$ cat config.mk
export PLATFORM = sky130hd
export DESIGN_NAME = lsu_port_arbiter
export DESIGN_NICKNAME = d
export VERILOG_FILES = /design/src/rtl/lsu_port_arbiter.sv
export SDC_FILE = /design/constraint.sdc
export NUM_CORES = 1
export LEC_CHECK = 0
export BUFFER_PORTS_ARGS = -buffer_cell sky130_fd_sc_hd__buf_2
export CORE_AREA = 2 2 167 169
export CTS_CLUSTER_DIAMETER = 100
export DETAILED_ROUTE_END_ITERATION = 16
export DIE_AREA = 0 0 169 171
export PLACE_DENSITY = 0.52
export SLEW_MARGIN = 10
export SYNTH_ARGS = -nofsm -noshare
export SYNTH_HDL_FRONTEND = slang
export SYNTH_SLANG_ARGS = --single-unit
$ cat constraint.sdc
create_clock -name clk -period 4.4 [get_ports clk]
set_input_delay 0.22 -clock clk [delete_from_list [all_inputs] [get_ports clk]]
set_output_delay 0.22 -clock clk [all_outputs]
set_load 0.05 [all_outputs]
$ cat src/rtl/lsu_port_arbiter.sv
// Round-robin arbiter sharing one load-store controller among NUM_REQ requesters.
// One transaction in flight; request fields are registered and held until the response handshake.
module lsu_port_arbiter #(
    parameter int NUM_REQ    = 4,
    parameter int ADDR_WIDTH = 32,
    parameter int DATA_WIDTH = 32,
    parameter int IDW        = $clog2(NUM_REQ)
) (
    input  logic                            clk,
    input  logic                            rst_n,
    input  logic [NUM_REQ-1:0]              rq_valid_i,
    output logic [NUM_REQ-1:0]              rq_ready_o,
    input  logic [NUM_REQ-1:0]              rq_wr_i,
    input  logic [NUM_REQ*ADDR_WIDTH-1:0]   rq_addr_i,
    input  logic [NUM_REQ*DATA_WIDTH-1:0]   rq_wdata_i,
    output logic [NUM_REQ-1:0]              rs_valid_o,
    input  logic [NUM_REQ-1:0]              rs_ready_i,
    output logic [DATA_WIDTH-1:0]           rs_rdata_o,
    output logic                            rs_error_o,
    output logic                            ds_req_valid_o,
    input  logic                            ds_req_ready_i,
    output logic                            ds_req_wr_o,
    output logic [ADDR_WIDTH-1:0]           ds_req_addr_o,
    output logic [DATA_WIDTH-1:0]           ds_req_wdata_o,
    input  logic                            ds_resp_valid_i,
    output logic                            ds_resp_ready_o,
    input  logic [DATA_WIDTH-1:0]           ds_resp_rdata_i,
    input  logic                            ds_resp_error_i,
    output logic [IDW-1:0]                  grant_id_o,
    output logic                            busy_o,
    output logic [15:0]                     txn_count_o
);

    typedef enum logic [1:0] {
        S_IDLE  = 2'd0,
        S_ISSUE = 2'd1,
        S_WAIT  = 2'd2
    } state_e;

    state_e                state_q, state_d;
    logic [IDW-1:0]        ptr_q;
    logic [IDW-1:0]        grant_q;
    logic [15:0]           txn_count_q;
    logic                  req_wr_q;
    logic [ADDR_WIDTH-1:0] req_addr_q;
    logic [DATA_WIDTH-1:0] req_wdata_q;

    logic                  found;
    logic [IDW-1:0]        win;
    logic [IDW-1:0]        cand;
    logic                  accept;
    logic                  resp_hs;
    logic [IDW-1:0]        ptr_next;

    // Search ptr, ptr+1, ... modulo NUM_REQ; the first valid requester wins.
    always_comb begin
        found = 1'b0;
        win   = '0;
        cand  = '0;
        for (int unsigned k = 0; k < NUM_REQ; k++) begin
            cand = IDW'((32'(ptr_q) + k) % NUM_REQ);
            if (!found && rq_valid_i[cand]) begin
                found = 1'b1;
                win   = cand;
            end
        end
    end

    assign ptr_next = (grant_q == IDW'(NUM_REQ - 1)) ? '0 : grant_q + IDW'(1);

    always_comb begin
        state_d         = state_q;
        rq_ready_o      = '0;
        ds_req_valid_o  = 1'b0;
        rs_valid_o      = '0;
        ds_resp_ready_o = 1'b0;
        rs_rdata_o      = '0;
        rs_error_o      = 1'b0;
        accept          = 1'b0;
        resp_hs         = 1'b0;
        case (state_q)
            S_IDLE: begin
                // rst_n gating keeps rq_ready low throughout reset even with requests pending.
                if (found && rst_n) begin
                    rq_ready_o = NUM_REQ'(1) << win;
                    accept     = 1'b1;
                    state_d    = S_ISSUE;
                end
            end
            S_ISSUE: begin
                ds_req_valid_o = 1'b1;
                if (ds_req_ready_i) begin
                    state_d = S_WAIT;
                end
            end
            S_WAIT: begin
                rs_valid_o[grant_q] = ds_resp_valid_i;
                ds_resp_ready_o     = rs_ready_i[grant_q];
                rs_rdata_o          = ds_resp_rdata_i;
                rs_error_o          = ds_resp_error_i;
                if (ds_resp_valid_i && rs_ready_i[grant_q]) begin
                    resp_hs = 1'b1;
                    state_d = S_IDLE;
                end
            end
            default: state_d = S_IDLE;
        endcase
    end

    always_ff @(posedge clk or negedge rst_n) begin
        if (!rst_n) begin
            state_q     <= S_IDLE;
            ptr_q       <= '0;
            grant_q     <= '0;
            txn_count_q <= '0;
            req_wr_q    <= 1'b0;
            req_addr_q  <= '0;
            req_wdata_q <= '0;
        end else begin
            state_q <= state_d;
            if (accept) begin
                grant_q     <= win;
                req_wr_q    <= rq_wr_i[win];
                req_addr_q  <= rq_addr_i[win*ADDR_WIDTH +: ADDR_WIDTH];
                req_wdata_q <= rq_wdata_i[win*DATA_WIDTH +: DATA_WIDTH];
            end
            if (resp_hs) begin
                ptr_q       <= ptr_next;
                txn_count_q <= txn_count_q + 16'd1;
            end
        end
    end

    assign ds_req_wr_o    = req_wr_q;
    assign ds_req_addr_o  = req_addr_q;
    assign ds_req_wdata_o = req_wdata_q;
    assign grant_id_o     = grant_q;
    assign busy_o         = (state_q != S_IDLE);
    assign txn_count_o    = txn_count_q;

endmodule

# Word-level counts from Yosys, hierarchy flattened
# Index checks and enable logic that the tools add are counted.
totals:
  regBits: 87
  latchBits: 0
  ram_bits: 0
  romBits: 0
  input_bits: 305
  elab_cells: 79
  mem_count: 0
classes:
  addsub: 5
  multipliers: 0
  div: 0
  n_lt_le_gt_ge: 7
  n_eq_ne: 6
  n_shift: 3
  mux: 38
  bitwise_logic: 1
  n_reduce_logical: 12
ops:
  columns: ["operator", "n"]
  rows:
  - ["128-bit by 8-bit indexed part select with 32-bit output", 2]
  - ["32-bit two-way mux", 1]
  - ["2-bit by 3-bit < comparator with 1-bit output, second input constant", 6]
  - ["1-bit two-way mux", 18]
  - ["16-bit by 1-bit adder with 16-bit output, second input constant", 1]
  - ["2-bit two-way mux", 8]
  - ["1-bit binary-select mux with 2-bit select", 6]
  - ["4-bit two-way mux", 3]
  - ["1-bit logical AND", 6]
  - ["2-bit != test, second input constant", 3]
  - ["2-bit one-hot mux with 3 select lines", 1]
  - ["2-bit by 1-bit adder with 2-bit output, second input constant", 2]
  - ["2-bit adder, second input constant", 2]
  - ["4-bit bitwise AND", 1]
  - ["2-bit == test, second input constant", 2]
  - ["1-bit by 2-bit << shifter with 4-bit output, first input constant", 1]
  - ["1-bit logical NOT", 3]
  - ["3-bit AND reduction", 1]
  - ["1-bit demux with 2-bit select", 1]
  - ["2-bit by 1-bit == test with 1-bit output, second input constant", 1]
  - ["2-bit by 1-bit >= comparator with 1-bit output, second input constant", 1]
  - ["2-bit logical NOT", 1]
  - ["2-bit nonzero test", 1]

# Depth between registers and ports, before layout
depth:
  ltp_word: 15
  mapped_depth: 7
  depth_no_buf: 6

# Worst setup path after synthesis
# Ideal clock, no wire load.
synth_path:
  path_kind: "reg2out"
  from: "reg ptr_q[1]"
  to: "out rq_ready_o[0]"
  t_arrival_ns: 2.029
  required_ns: 4.180
  slack_ns: 2.151
  path_stages_with_launch: 7
  cell_sequence: "dfrtp_1 nand2b_1 a21oi_1 buf_4 clkbuf_1 nor3_1 nor2_1"
synth_between:
  elab_chain_cells: 15
  elab_cells_between_ends: 29
  classes_between: "add/sub: 3; shift: 1; mux: 18; reduce/logical: 7"
synth_rtl:
  columns: ["item", "line", "rtl"]
  rows:
  - ["start, declared", "41", "logic [IDW-1:0] ptr_q;"]
  - ["start signal, assigned", "128", "ptr_q <= ptr_next;"]
  - ["branches (longest 13 deep; another with 2-bit by 1-bit adder with 2-bit output)", null, null]
  - ["4-bit two-way mux *", "84", "if (found && rst_n) begin"]
  - ["4-bit two-way mux *", "81", "case (state_q)"]
  - ["end, declared", "12", "output logic [NUM_REQ-1:0] rq_ready_o,"]
# Every way passes the cells marked *. The select of a mux whose other input is x is not followed.

# Final worst setup path
layout_path:
  from: "in rst_n"
  to: "out rq_ready_o[3]"
layout_between:
  elab_chain_cells: 3
layout_rtl:
  columns: ["item", "line", "rtl"]
  rows:
  - ["start, declared", "10", "input logic rst_n,"]
  - ["1-bit logical AND", "84", null]
  - ["4-bit two-way mux", "84", null]
  - ["4-bit two-way mux", "81", null]
# No other way between the ends.

==> results.txt <==
Multi-input gate area: 3850 µm²
Clk Latency, worst-skew pair: 0.35 ns
Avg Inst Size Synth: 9.43 µm²
# DRC: 0
Yosys warning total: 0
Nets@finish: 1371
Filler cells: 2910
Least-Margin Pin Slew: 0.919 ns
Vias in the first global route: 6826
Share of layout cells above drive strength 1: 0.487
Fin. Hold Viols: 0
Via count: 7080
Routability Congestion: 0.816
Final Max Slew Viols: 0
Worst path required time: 4.18 ns
DRT Wirelength: 28100 µm
# rows: 61
Peak supply drop: 0.000317 V
Yosys reg bits: 87
Number of antenna violations at the first check in global routing: 1
Die Wd: 169 µm
Post-layout min period: 3.25 ns
Seq. cell area: 2180 µm²
Leakage power: 4.70 nW
Worst Setup End Kind: output pin
Main synth FF type: dfrtp_1
Die area: 28900 µm²
Hold WC Path Type: in -> reg
CP most frequent cell: buf_4
Netlist Area Pre-Place: 6390 µm²
Cell taking the most area after synthesis: dfrtp_1
Die span in y: 171 µm
Gr ovfl total: 0
Mapped Cells: 678
Setup_tns: 0 ns
DR iter-0 viols: 362
Area of the core: 27300 µm²
Fmax: 0.308 GHz
Post-Syn Nets: 988
Total track usage: 0.185
Cell Pwr Density: 648 nW/µm²
Setup violations, final: 0
# IOs: 432
Setup bufs post-CTS: 0
Delay of the slowest critical-path stage: 0.58 ns
Worst setup path start: rst_n
Drt pass-1 iters: 5
Most common cell after layout, fill and taps aside: buf_2
Register area share after synthesis: 0.341
CP Cell Sequence: dlygate4sd3_1 > buf_4 > nand3_4 > nor3_4 > buf_4 > and2_1 > buf_2
Post-CTS Resized: 0
DR WL/cell: 19.9 µm
Pin count of the biggest net entering global routing: 66
Top area cells in the synthesized netlist: dfrtp_1 (34%), mux2i_1 (10%), o31ai_1 (7.7%), o211ai_1 (7.6%), nand4_1 (6.8%)
Initial core utilization: 0.234
CTS buffer count: 9
Worst Path Arrival: 3.03 ns
Clk buf depth: 2
First-pass GRT wire length: 40800 µm
Post-synth top area share: 0.341
RR Startpoint: ptr_q[1]$_DFFE_PN0P_
Most frequent cells in the layout: buf_2 (430), dfrtp_1 (87), nand2_1 (74), nand4_1 (69), o31ai_1 (66)
Cell variety after synth: 39
Status: finished, final reports clean
Worst Clk Skew: 0.00794 ns
Max-Slew Margin vs Limit: 0.386
TritonCTS clock tree: yes
Vias per cell: 5.01
RSZ-0062 raised after global routing: no
Setup WS pre-CTS: 1.48 ns
Final total power: 0.00588 W
Post-route ant nets: 0
Root Buffer: clkbuf_16
# clock sinks: 87
Syn-to-layout area delta: 42.0%
IO buf count: 431
Crit path launch type: input port
Hold-fix buffer count after cts: 1
Setup ws final: 1.15 ns
Post-synth ARST share: 1.00
Number of H-tree levels: 3
Clk slew on worst S/H paths: 0.07 ns
Crit share post-route: 0.739
CP max stage cell: nand3_4
Max Cap Viol: 0
DP HPWL: 20300 µm
Worst Hold Launch: ds_req_ready_i
Critical path class: in -> out
Critical Path Fanout Max: 45
EDFF count, synth: 0
==> path summary, 6_finish.rpt <==
| path | endpoint | slack, ns | depth (start not counted) |
|---|---|---|---|
| worst min register to register | txn_count_o[15]$_DFFE_PN0P_ | 0.47 | 1 |
| worst max register to register | ds_req_wdata_o[18]$_DFFE_PN0P_ | 1.53 | 6 |
| worst max-delay path | rq_ready_o[3] | 1.15 | 7 |
| min in group asynchronous | ds_req_wdata_o[16]$_DFFE_PN0P_ | 0.44 | 2 |
| worst min-delay path | state_q[0]$_DFFE_PN0P_ | 0.1 | 2 |
| max in group asynchronous | ds_req_wdata_o[21]$_DFFE_PN0P_ | 2.80 | 3 |
==> state kept, by name, indices dropped and copies added, names as in the netlist <==
| register | flops |
|---|---|
| ds_req_wdata_o | 32 |
| txn_count_o | 16 |
| ptr_q | 2 |
| ds_req_addr_o | 32 |
| state_q | 2 |
| ds_req_wr_o | 1 |
| grant_id_o | 2 |
==> Yosys cell counts, types with 5 or more instances <==
cell type	number
nand2_1	75
a21bo_2	40
o211ai_1	65
buf_2	29
and2_1	38
nor2_1	8
buf_4	9
dfrtp_1	87
clkbuf_1	30
mux2i_1	65
xnor2_1	12
buf_6	7
and3_1	11
a21bo_1	25
ha_1	5
nand4_1	69
o31ai_1	66
==> routing by layer <==
metal  track usage  part of all wire
met5             0                 0
met4        0.0546             0.018
met3        0.0379             0.067
met2         0.333              0.51
met1         0.223              0.41
==> layout make-up <==
class                   count  share of cell area
flip-flops and latches     87               0.240
inverters                   4             0.00165
diodes                      1            0.000276
multi-input cells         512               0.424
well taps                 346              0.0477
clock buffers               9              0.0248
repair buffers            447               0.253
clock inverters             7             0.00868
==> where the power goes <==
| part | total (W) | internal (W) | switching, W |
|---|---|---|---|
| Clock | 0.000830 | 0.000449 | 0.000381 |
| Sequential | 0.00132 | 0.00112 | 0.000202 |
| Combinational | 0.00373 | 0.00106 | 0.00267 |
| Total | 0.00588 | 0.00263 | 0.00325 |
==> stage by stage <==
step                      instances  area [µm²]  hold WS, ns   util
after floorplan                 678        6390      -0.0756      -
after global placement         1395        8760        0.282  0.321
after detailed placement       1395        8760        0.286  0.321
after CTS                      1412        9070       0.0772  0.332
after global routing           1413        9080       0.0853  0.332
final                          1413        9080       0.0971  0.332
==> worst max-delay path: cells and delay by family <==
kind | cells | cell delay (ns)
buf+inv | 4 | 1.70
simple gates | 3 | 1.06
==> kinds of logic after synthesis <==
kind of cell               after synthesis  share of synthesized area
muxes                                   68                      0.109
adders and majority gates                5                    0.00978
AOI/OAI and AO/OA                      206                      0.270
buffers and inverters                   79                     0.0656
xor gates and xnor gates                15                     0.0205
and+or+nand+nor                        218                      0.185
DFF                                     87                      0.341
Power figures use the tool's default switching activity.
